**src/rtl/cache_pkg.sv**
```systemverilog
`default_nettype none
// ============================================================================
// Module      : cache_pkg
// Description : Shared types for the memory subsystem. Holds the operation
//               code, the address/data word types and the request record
//               that travels through the request queue into the engine.
// Revision    : 1.0  initial release
// ============================================================================
package cache_pkg;

  localparam int ADDR_WIDTH = 8;
  localparam int DATA_WIDTH = 8;

  typedef enum logic [1:0] {
    Op_INVALID = 2'd0,
    Op_READ    = 2'd1,
    Op_WRITE   = 2'd2
  } Op;

  typedef logic [ADDR_WIDTH-1:0] UbitAddr;
  typedef logic [DATA_WIDTH-1:0] UbitData;

  typedef struct packed {
    Op       op;
    UbitAddr addr;
    UbitData data;
  } MemReq;

endpackage
`default_nettype wire

```
**src/rtl/main_memory_if.sv**
```systemverilog
`default_nettype none
// ============================================================================
// Module      : MemBus
// Description : Request/response bus between a requester and main_memory.
//               The requester presents one {op, addr, data} per cycle with
//               no backpressure; the memory returns read data with a
//               one-cycle rsp_vld strobe.
// Ports       : req_op, req_addr, req_data  requester -> memory
//               rsp_vld, rsp_data           memory -> requester
// Revision    : 1.0  initial release
// ============================================================================
interface MemBus;
  import cache_pkg::*;

  Op       req_op;
  UbitAddr req_addr;
  UbitData req_data;
  logic    rsp_vld;
  UbitData rsp_data;

  modport master (
    output req_op,
    output req_addr,
    output req_data,
    input  rsp_vld,
    input  rsp_data
  );

  modport slave (
    input  req_op,
    input  req_addr,
    input  req_data,
    output rsp_vld,
    output rsp_data
  );

endinterface
`default_nettype wire

```
**src/rtl/main_memory_queue.sv**
```systemverilog
`default_nettype none
// ============================================================================
// Module      : mem_queue
// Description : Synchronous FIFO of MemReq records. A push while full is
//               accepted only when a pop happens in the same cycle, so the
//               freed slot is reused immediately.
// Ports       : clk, rst           clock, synchronous active-high reset
//               i_push, i_push_data enqueue request
//               i_pop               dequeue head (ignored when empty)
//               o_head              current head entry
//               o_full, o_empty     occupancy flags
// Revision    : 1.0  initial release
// ============================================================================
module mem_queue
  import cache_pkg::*;
#(
  parameter int DEPTH = 4
) (
  input  wire   clk,
  input  wire   rst,
  input  wire   i_push,
  input  MemReq i_push_data,
  input  wire   i_pop,
  output MemReq o_head,
  output logic  o_full,
  output logic  o_empty
);

  localparam int PTR_W = (DEPTH > 1) ? $clog2(DEPTH) : 1;
  localparam logic [PTR_W:0] C_DEPTH = (PTR_W + 1)'(DEPTH);

  MemReq            r_buf [DEPTH];
  logic [PTR_W-1:0] r_wr_ptr;
  logic [PTR_W-1:0] r_rd_ptr;
  logic [PTR_W:0]   r_count;

  logic w_pop;
  logic w_push;

  assign w_pop  = i_pop && !o_empty;
  assign w_push = i_push && (!o_full || w_pop);

  always_ff @(posedge clk) begin
    if (rst) begin
      r_wr_ptr <= '0;
      r_rd_ptr <= '0;
      r_count  <= '0;
    end else begin
      if (w_push) begin
        r_buf[r_wr_ptr] <= i_push_data;
        r_wr_ptr        <= r_wr_ptr + PTR_W'(1);
      end
      if (w_pop) begin
        r_rd_ptr <= r_rd_ptr + PTR_W'(1);
      end
      if (w_push && !w_pop) begin
        r_count <= r_count + (PTR_W + 1)'(1);
      end else if (w_pop && !w_push) begin
        r_count <= r_count - (PTR_W + 1)'(1);
      end
    end
  end

  assign o_head  = r_buf[r_rd_ptr];
  assign o_full  = (r_count == C_DEPTH);
  assign o_empty = (r_count == '0);

endmodule
`default_nettype wire

```
**src/rtl/main_memory.sv**
```systemverilog
`default_nettype none
// ============================================================================
// Module      : main_memory
// Description : Fixed-latency word memory. Requests are accepted every cycle
//               into an in-order queue; a single engine executes one op at a
//               time, completing it LATENCY cycles after it entered. The
//               engine spends the completion cycle BUSY and only picks up
//               the next op from IDLE one cycle later.
// Ports       : clk       clock
//               rst       synchronous active-high reset
//               rx_bp     MemBus slave (requests in, read responses out)
//               overflow  sticky: a request was dropped on a full queue
// Revision    : 1.0  initial release
// ============================================================================
module main_memory
  import cache_pkg::*;
#(
  parameter int LATENCY     = 4,
  parameter int QUEUE_DEPTH = 4
) (
  input  wire        clk,
  input  wire        rst,
  MemBus.slave       rx_bp,
  output logic       overflow
);

  localparam int MEM_WORDS = 2 ** ADDR_WIDTH;

  localparam logic [0:0] S_IDLE = 1'b0;
  localparam logic [0:0] S_BUSY = 1'b1;

  // Loaded on entry; the op completes on the edge where the count is 1,
  // and count 0 marks the completion cycle itself.
  localparam logic [3:0] C_CNT_LOAD = 4'(LATENCY - 1);

  logic [0:0] r_state;
  logic [3:0] r_cnt;
  MemReq      r_eng;
  UbitData    r_mem [MEM_WORDS];
  logic       r_rsp_vld;
  UbitData    r_rsp_data;
  logic       r_overflow;

  MemReq w_in_req;
  MemReq w_q_head;
  logic  w_q_full;
  logic  w_q_empty;
  logic  w_req_vld;
  logic  w_idle;
  logic  w_pop;
  logic  w_bypass;
  logic  w_push;
  logic  w_drop;

  always_comb begin
    w_in_req      = '0;
    w_in_req.op   = rx_bp.req_op;
    w_in_req.addr = rx_bp.req_addr;
    w_in_req.data = rx_bp.req_data;
  end

  assign w_req_vld = (rx_bp.req_op != Op_INVALID);
  assign w_idle    = (r_state == S_IDLE);
  // Queued work always goes first so completion order equals arrival order.
  assign w_pop     = w_idle && !w_q_empty;
  assign w_bypass  = w_idle && w_q_empty && w_req_vld;
  assign w_push    = w_req_vld && !w_bypass;
  assign w_drop    = w_push && w_q_full && !w_pop;

  mem_queue #(
    .DEPTH (QUEUE_DEPTH)
  ) u_queue (
    .clk         (clk),
    .rst         (rst),
    .i_push      (w_push),
    .i_push_data (w_in_req),
    .i_pop       (w_pop),
    .o_head      (w_q_head),
    .o_full      (w_q_full),
    .o_empty     (w_q_empty)
  );

  always_ff @(posedge clk) begin
    if (rst) begin
      r_state    <= S_IDLE;
      r_cnt      <= '0;
      r_eng      <= '0;
      r_rsp_vld  <= 1'b0;
      r_rsp_data <= '0;
      for (int i = 0; i < MEM_WORDS; i++) begin
        r_mem[i] <= '0;
      end
    end else begin
      r_rsp_vld <= 1'b0;
      if (r_state == S_IDLE) begin
        if (w_pop) begin
          r_eng   <= w_q_head;
          r_cnt   <= C_CNT_LOAD;
          r_state <= S_BUSY;
        end else if (w_bypass) begin
          r_eng   <= w_in_req;
          r_cnt   <= C_CNT_LOAD;
          r_state <= S_BUSY;
        end
      end else begin
        if (r_cnt == 4'd1) begin
          r_cnt <= '0;
          if (r_eng.op == Op_READ) begin
            r_rsp_vld  <= 1'b1;
            r_rsp_data <= r_mem[r_eng.addr];
          end else if (r_eng.op == Op_WRITE) begin
            r_mem[r_eng.addr] <= r_eng.data;
          end
        end else if (r_cnt == 4'd0) begin
          r_state <= S_IDLE;
        end else begin
          r_cnt <= r_cnt - 4'd1;
        end
      end
    end
  end

  always_ff @(posedge clk) begin
    if (rst) begin
      r_overflow <= 1'b0;
    end else if (w_drop) begin
      r_overflow <= 1'b1;
    end
  end

  assign rx_bp.rsp_vld  = r_rsp_vld;
  assign rx_bp.rsp_data = r_rsp_data;
  assign overflow       = r_overflow;

endmodule
`default_nettype wire

```
**src/flat_wrapper.sv**
```systemverilog
// flat-port wrapper written by rule: the top's interface ports become plain ports
module main_memory_flat import cache_pkg::*;
#(
  parameter int LATENCY     = 4,
  parameter int QUEUE_DEPTH = 4
)
  (clk, rst, overflow, rx_bp_req_op, rx_bp_req_addr, rx_bp_req_data, rx_bp_rsp_vld, rx_bp_rsp_data);
  MemBus rx_bp_i ();
  input  wire clk;
  input  wire rst;
  output logic overflow;
  input wire logic [$bits(rx_bp_i.req_op)-1:0] rx_bp_req_op;
  input wire logic [$bits(rx_bp_i.req_addr)-1:0] rx_bp_req_addr;
  input wire logic [$bits(rx_bp_i.req_data)-1:0] rx_bp_req_data;
  output wire logic [$bits(rx_bp_i.rsp_vld)-1:0] rx_bp_rsp_vld;
  output wire logic [$bits(rx_bp_i.rsp_data)-1:0] rx_bp_rsp_data;
  assign rx_bp_i.req_op = rx_bp_req_op;
  assign rx_bp_i.req_addr = rx_bp_req_addr;
  assign rx_bp_i.req_data = rx_bp_req_data;
  assign rx_bp_rsp_vld = rx_bp_i.rsp_vld;
  assign rx_bp_rsp_data = rx_bp_i.rsp_data;
  main_memory #(.LATENCY(LATENCY), .QUEUE_DEPTH(QUEUE_DEPTH)) u_core (.clk(clk), .rst(rst), .rx_bp(rx_bp_i), .overflow(overflow));
endmodule
```
**config.mk**
```make
export PLATFORM = sky130hd
export DESIGN_NAME = main_memory_flat
export DESIGN_NICKNAME = d
export VERILOG_FILES = /design/src/rtl/cache_pkg.sv /design/src/rtl/main_memory_if.sv /design/src/rtl/main_memory_queue.sv /design/src/rtl/main_memory.sv /design/src/flat_wrapper.sv
export SDC_FILE = /design/constraint.sdc
export NUM_CORES = 2
export LEC_CHECK = 0
export CAP_MARGIN = 20
export CORE_ASPECT_RATIO = 1.1
export CORE_MARGIN = 2
export CORE_UTILIZATION = 30
export DETAILED_ROUTE_END_ITERATION = 8
export SLEW_MARGIN = 5
export SYNTH_ARGS = -nofsm -noshare
export SYNTH_HDL_FRONTEND = slang
export SYNTH_SLANG_ARGS = --single-unit
```
**constraint.sdc**
```tcl
create_clock -name clk -period 2.8 [get_ports clk]
set_input_delay 0.56 -clock clk [delete_from_list [all_inputs] [get_ports clk]]
set_output_delay 0.56 -clock clk [all_outputs]
set_load 0.005 [all_outputs]
```
== After elaboration in Yosys (flattened, before gate mapping) ==
Memory sizes are Yosys's and may differ from the RTL's. A register that Yosys moved wholly into a read port is not among the register bits.
Index checks and enable logic that the tools add are counted.

* Register bits: 32
* RAM bits: 2120
* Word-level logic and storage cells: 83
* Memories: 2

* $add $sub $neg: 5
* Equality and inequality tests: 5
* Mux-type cells: 31
* Bitwise operators: 2
* Reduce and logical (&&, ||, !) cells: 28

{| class="wikitable"
|+ Memories
! memory !! depth !! width !! rd ports !! clocked after memory_dff !! wr ports !! line !! text
|-
| u_core.r_mem || 256 || 8 || 1 || 1 || 256 || main_memory.sv:39 || <nowiki>UbitData r_mem [MEM_WORDS];</nowiki>
|-
| u_core.u_queue.r_buf || 4 || 18 || 1 || 1 || 1 || main_memory_queue.sv:32 || <nowiki>MemReq r_buf [DEPTH];</nowiki>
|}

{| class="wikitable"
|+ Operator list
! operator !! number
|-
| 18-bit two-way mux || 2
|-
| 4-bit two-way mux || 5
|-
| 1-bit two-way mux || 18
|-
| 8-bit two-way mux || 2
|-
| 1-bit logical AND || 10
|-
| 8-bit OR reduction || 1
|-
| 1-bit logical NOT || 6
|-
| 3-bit two-way mux || 2
|-
| 2-bit nonzero test || 3
|-
| 2-bit by 1-bit adder with 2-bit output (second input constant) || 2
|-
| 4-bit by 1-bit equality test with 1-bit output (second input constant) || 1
|-
| 4-bit logical NOT || 1
|-
| 2-bit two-way mux || 2
|-
| 2-bit AND reduction || 2
|-
| 4-bit by 1-bit subtractor with 4-bit output (second input constant) || 1
|-
| 3-bit by 1-bit adder with 3-bit output (second input constant) || 1
|-
| 3-bit equality test (second input constant) || 1
|-
| 3-bit logical NOT || 1
|-
| 3-bit inequality test (second input constant) || 1
|-
| 3-bit AND reduction || 1
|-
| 3-bit nonzero test || 1
|-
| 3-bit OR reduction || 1
|-
| 3-bit by 1-bit subtractor with 3-bit output (second input constant) || 1
|-
| 2-bit by 1-bit equality test with 1-bit output (second input constant) || 1
|-
| other kinds (3) || 4
|}

== Longest topological paths before layout ==
* Word-level depth: 10
* Depth in mapped cells: 12
* Depth with buffers taken out: 9

== Cells and area by module ==
From an unflattened synthesis, not the netlist that was laid out.

* Cell total of the unflattened synthesis: 6728
* Area total of the unflattened synthesis: 100740.4 um^2

{| class="wikitable"
|+ Modules (own cells, without submodules)
! module !! times used !! cells an instance !! area each (um^2) !! seq. area each (um^2)
|-
| main_memory || 1 || 6585 || 97661.2 || 62159.6
|-
| mem_queue || 1 || 143 || 3079.2 || 2342.2
|}

== Least setup slack after synthesis ==
No wires, ideal clock.

* Kind: flip-flop to flip-flop
* Start point: reg u_core.u_queue.r_count[0]
* End point: reg u_core.u_queue.r_count[2]
* Library setup time: 0.070 ns
* Arrival: 2.623 ns
* Setup slack: 0.106 ns
* Stages on the path, launching flop included: 11
* Cells stage by stage: dfxtp_1 > nor3_1 > nor2_1 > clkinv_1 > clkbuf_1 > ha_1 > inv_1 > fa_1 > xor2_1 > or3_1 > a21oi_1

* Cells in the longest elaborated chain, start to end: 9
* Elaborated cells on any way between the ends: 21
* Those cells by class: 2 x add/sub; 1 x eq/ne; 2 x mux; 16 x reduce/logical

{| class="wikitable"
|+ RTL lines
! item !! line !! text
|-
| from (decl) || main_memory_queue.sv:35 || <nowiki>logic [PTR_W:0] r_count;</nowiki>
|-
| from (signal assigned) || main_memory_queue.sv:57 || <nowiki>r_count <= r_count + (PTR_W + 1)'(1);</nowiki>
|-
| from (signal assigned) || main_memory_queue.sv:59 || <nowiki>r_count <= r_count - (PTR_W + 1)'(1);</nowiki>
|-
| 3-bit logical NOT || main_memory_queue.sv:66 || <nowiki>assign o_empty = (r_count == '0);</nowiki>
|-
| 1-bit logical AND / 1-bit logical NOT (equally long branches) || main_memory.sv:66, main_memory_queue.sv:40, main_memory.sv:65 ||
|-
| 1-bit logical AND (on tied branches) || main_memory.sv:66, main_memory.sv:65 ||
|-
| 1-bit logical NOT / 1-bit logical AND (equally long branches) || main_memory.sv:67, main_memory_queue.sv:40 ||
|-
| 1-bit logical AND / 1-bit logical OR (equally long branches) || main_memory.sv:67, main_memory_queue.sv:41 ||
|-
| 1-bit logical AND || main_memory_queue.sv:41 || <nowiki>assign w_push = i_push && (!o_full || w_pop);</nowiki>
|-
| 1-bit logical NOT || main_memory_queue.sv:58 || <nowiki>end else if (w_pop && !w_push) begin</nowiki>
|-
| 1-bit logical AND || main_memory_queue.sv:58 ||
|-
| 2-bit nonzero test (no line) || -- ||
|}

Parallel ways exist; a longest one is shown, timed or not. The select of a mux whose other input is x is not followed.
A chain may end at the register's enable or synchronous reset.

==> flow_summary.toml <==
[synthesis]
synth-edff-count = 2120
async_flop_share_pct = 0
yosys.area.top_type_share_pct = 63.73
syn_inst = 6709
ys_seq_elements = 2162
syn_area_sq_um = 99890
synth_nets = 6738
synth_top_area_cell = "edfxtp_1"
synth_ff_type = "edfxtp_1"
seq_area_frac_synth_pct = 64.57
synthTopCellsByArea = "edfxtp_1 64%, mux4_2 11%, and2_1 9.7%"
avgSynthCellArea_sq_um = 14.89
post_synth_num_cell_types = 72
yosysWarnings = 0

[clocking]
clock_latency_ps = 910
clk_transition_reported_paths_ps = 60
cts.path.max_buffers = 4
ctsHoldBuffers = 0
cts_root_buf = "clkbuf_16"
cts.sinks = 2162
cts_tree = "yes"
cts_made_buffers = 225
cts_htree_levels = 4

[timing]
finalCritPeriodShare_pct = 107.6
finalWorstSetupSlack_ps = -213.8
max_slew.worst_pin.slew_ps = 1078
rsz0062_at_grt = "true"
fmax_mhz = 331.8
finalHoldViolCount = 0
fin_skew_ps = 91.79
relSlewSlack_pct = 28.13
finalMaxSlewViolations = 0
setup_violations = 40
post-route-min-period_ps = 3014

[global_routing]
track_usage_pct = 16.79
overflow = 0
use_met1_pct = 21.99
use_met3_pct = 2.465
grt_max_degree = 130
grt_pass1_vias = 60900
grt_use_met2_pct = 28.30
antenna_found_initial = 8
grt_pass1_wl_um = 423900
busiest_layer = "met2"

[setup_path]
cp-end-kind = "flip-flop"
crit_path_start_kind = "flip-flop"
required_ps = 3550
r2r_cells = 11
r2r_start = "u_core.r_eng[8]$_SDFFE_PP0P_"
critPathArrivalTime_ps = 3770
r2r_end = "u_core.rx_bp.rsp_data[5]$_SDFFE_PP0P_"
cp_max_fo = 7
ff2ff_setup_slack_ps = -210
crit_type = "flip-flop to flip-flop"

[floorplanning]
num_rows = 222
start_util_pct = 30.09
core_sq_um = 331900
die_area_sq_um = 337600
die_w_um = 554.2
io_pins = 30
die_y_um = 609.2

[placed_design]
portBuffers = 29
place_congestion = 0.9073
detailed_place_hpwl_um = 190800

[outcome]
violations = "negative setup slack"
status = "finished, violations left"

[power]
p_leak_nw = 44.68
total_power_mw = 92.82
ir_drop_mv = 0.6120
power.density_nw_per_um2 = 775.3

[detailed_routing]
drcViolationCount = 0
avgRoutedWirePerCell_um = 24.80
first_pass_iters = 5
final_antenna_net_count = 0
via_per_inst = 5.118
drt_iter0_drc = 6159
routed_wl_um = 291400
vias = 60140

[worst_hold_path]
hold_path_class = "input port to flip-flop"
hp-start = "rst"
holdPathStages = 4
hold_end = "u_core.r_eng[6]$_SDFFE_PP0P_"

[final_layout]
drive_gt1_share_pct = 27.25
area_growth_pct = 19.85
fillers = 31000
multiInputGateArea_sq_um = 33360
final_core_util_pct = 36.07
register_area_sq_um = 64560
final_nets = 7229

[run]
drv_cap = 0
==> layout make-up <==
| type | instances | area share (%) |
|---|---|---|
| well taps | 4368 | 4.565 |
| multi-input cells | 3932 | 27.86 |
| flip-flops and latches | 2162 | 53.92 |
| inverters | 12 | 0.03867 |
| clock buffers | 280 | 4.972 |
| clock inverters | 124 | 1.070 |
| repair buffers | 867 | 7.559 |
| diodes | 5 | 0.01045 |
==> per-layer routing <==
layer / part of all wire, % / wire length [um]
met5: 0.0072 / 21
met4: 3.7 / 10840
met2: 49 / 142100
met1: 41 / 118100
met3: 7.0 / 20360
==> report_power, final <==
| part | internal (mW) | switching, mW | total (mW) |
|---|---|---|---|
| sequential | 36.7 | 0.914 | 37.7 |
| clock | 17.2 | 12.9 | 30.0 |
| combinational | 10.0 | 15.1 | 25.1 |
| total | 63.9 | 28.9 | 92.8 |
==> sequential cells by signal, indices dropped and copies added (netlist names), named ones only <==
| name | flops |
|---|---|
| u_core.u_queue.r_rd_ptr | 2 |
| u_core.u_queue.r_count | 3 |
| u_core.rx_bp.rsp_data | 8 |
| u_core.u_queue.r_buf | 72 |
| u_core.r_state | 1 |
| u_core.overflow | 1 |
| u_core.u_queue.r_wr_ptr | 2 |
| u_core.r_eng | 18 |
| u_core.rx_bp.rsp_vld | 1 |
| u_core.r_mem | 2048 |
| u_core.r_cnt | 4 |
==> timing repair <==
item / 4_1_cts / 5_1_grt
endpoints found under the setup margin: 1199 / 1455
endpoints found under the hold margin: 0 / 0
gates resized for setup: 150 / 70
gates cloned: 7 / 7
pin swaps: 24 / 17
buffers inserted: 36 / 8
==> Yosys cell counts (11+ instances only) <==
cell / n
buf_1: 28
buf_2: 102
mux4_2: 476
mux2i_1: 189
nand3_1: 34
nor2b_1: 21
a21o_1: 64
a31oi_1: 25
o22ai_1: 46
nor3_1: 27
a211oi_1: 11
a21oi_1: 36
dfxtp_1: 42
or2_2: 200
clkbuf_1: 396
a311oi_1: 23
mux2_2: 14
buf_6: 28
a32oi_1: 16
and3_1: 516
nor2_2: 13
nor2_1: 279
o21ai_0: 36
a221oi_1: 17
nand2_1: 137
and2_1: 1543
edfxtp_1: 2120
buf_4: 47
a22oi_1: 88
==> cells in the final DEF, fill, tap and decap left out, types with 13 or more instances in the layout <==
master,count
nand2_1,126
or2_4,61
buf_12,156
and3_1,514
a21o_1,61
clkinv_2,46
o22ai_1,38
nor2_1,248
clkdlybuf4s50_1,28
a31oi_1,20
edfxtp_1,2120
mux4_2,476
nand3_1,34
a21oi_1,33
clkbuf_16,235
bufinv_16,23
clkinv_1,37
a32oi_1,14
or2_2,139
clkbuf_1,48
dfxtp_4,13
a311oi_1,19
a22oi_1,76
o21ai_0,32
mux2_2,14
buf_4,643
and2_1,1543
nor3_1,14
buf_6,15
nor2b_1,15
mux2i_1,186
nor2_2,37
buf_16,13
dfxtp_1,25
==> worst max path at each step <==
stage / start / end / slack, ps / cells after the start
finish: u_core.r_eng[8]$_SDFFE_PP0P_ / u_core.rx_bp.rsp_data[5]$_SDFFE_PP0P_ / -210 / 11
global route: u_core.r_eng[9]$_SDFFE_PP0P_ / u_core.rx_bp.rsp_data[3]$_SDFFE_PP0P_ / -300 / 12
CTS: u_core.r_eng[9]$_SDFFE_PP0P_ / u_core.rx_bp.rsp_data[5]$_SDFFE_PP0P_ / -170 / 11
detailed placement: u_core.r_eng[9]$_SDFFE_PP0P_ / u_core.rx_bp.rsp_data[5]$_SDFFE_PP0P_ / -770 / 11
global placement: u_core.r_eng[9]$_SDFFE_PP0P_ / u_core.rx_bp.rsp_data[2]$_SDFFE_PP0P_ / -990 / 11
floorplan: u_core.u_queue.r_count[0]$_SDFFE_PP0P_ / u_core.u_queue.r_count[2]$_SDFFE_PP0P_ / 110 / 10
==> stage by stage <==
| stage | worst slack, ps | instances | TNS, ps | hold WS [ps] | cell area (sq um) |
|---|---|---|---|---|---|
| floorplan | 106.4 | 6709 | 0 | 460.5 | 99890 |
| global placement | -987.7 | 11280 | -50030 | 479.0 | 110900 |
| detailed placement | -773.1 | 11280 | -68770 | 499.0 | 110900 |
| CTS | -166.0 | 11730 | -3160 | 223.5 | 119300 |
| global route | -295.6 | 11750 | -7140 | 261.6 | 119700 |
| finish | -213.8 | 11750 | -1735 | 270.2 | 119700 |
==> critical path, cell delays in order, from the launching register on <==
cell,delay (ps)
dfxtp_4,370
buf_6,160
bufbuf_16,300
buf_4,160
mux4_2,520
a22oi_1,190
a21oi_1,190
a21oi_1,180
nor2_1,90
nor4_4,480
buf_12,170
o32ai_1,60
==> cells by family (layout without fill, tap and decap cells) <==
kind of cell / count (synthesis) / count (layout) / share of synthesized area, %
compound gates: 415 / 415 / 2.981
other cells: 0 / 5 / 0
mux: 679 / 679 / 12.78
simple gates: 2823 / 2823 / 16.64
buf+inv: 615 / 1283 / 2.848
fa+ha+maj: 9 / 9 / 0.1203
flops: 2162 / 2162 / 64.57
xor+xnor: 6 / 6 / 0.05262
(Power assumes the default switching activity.)
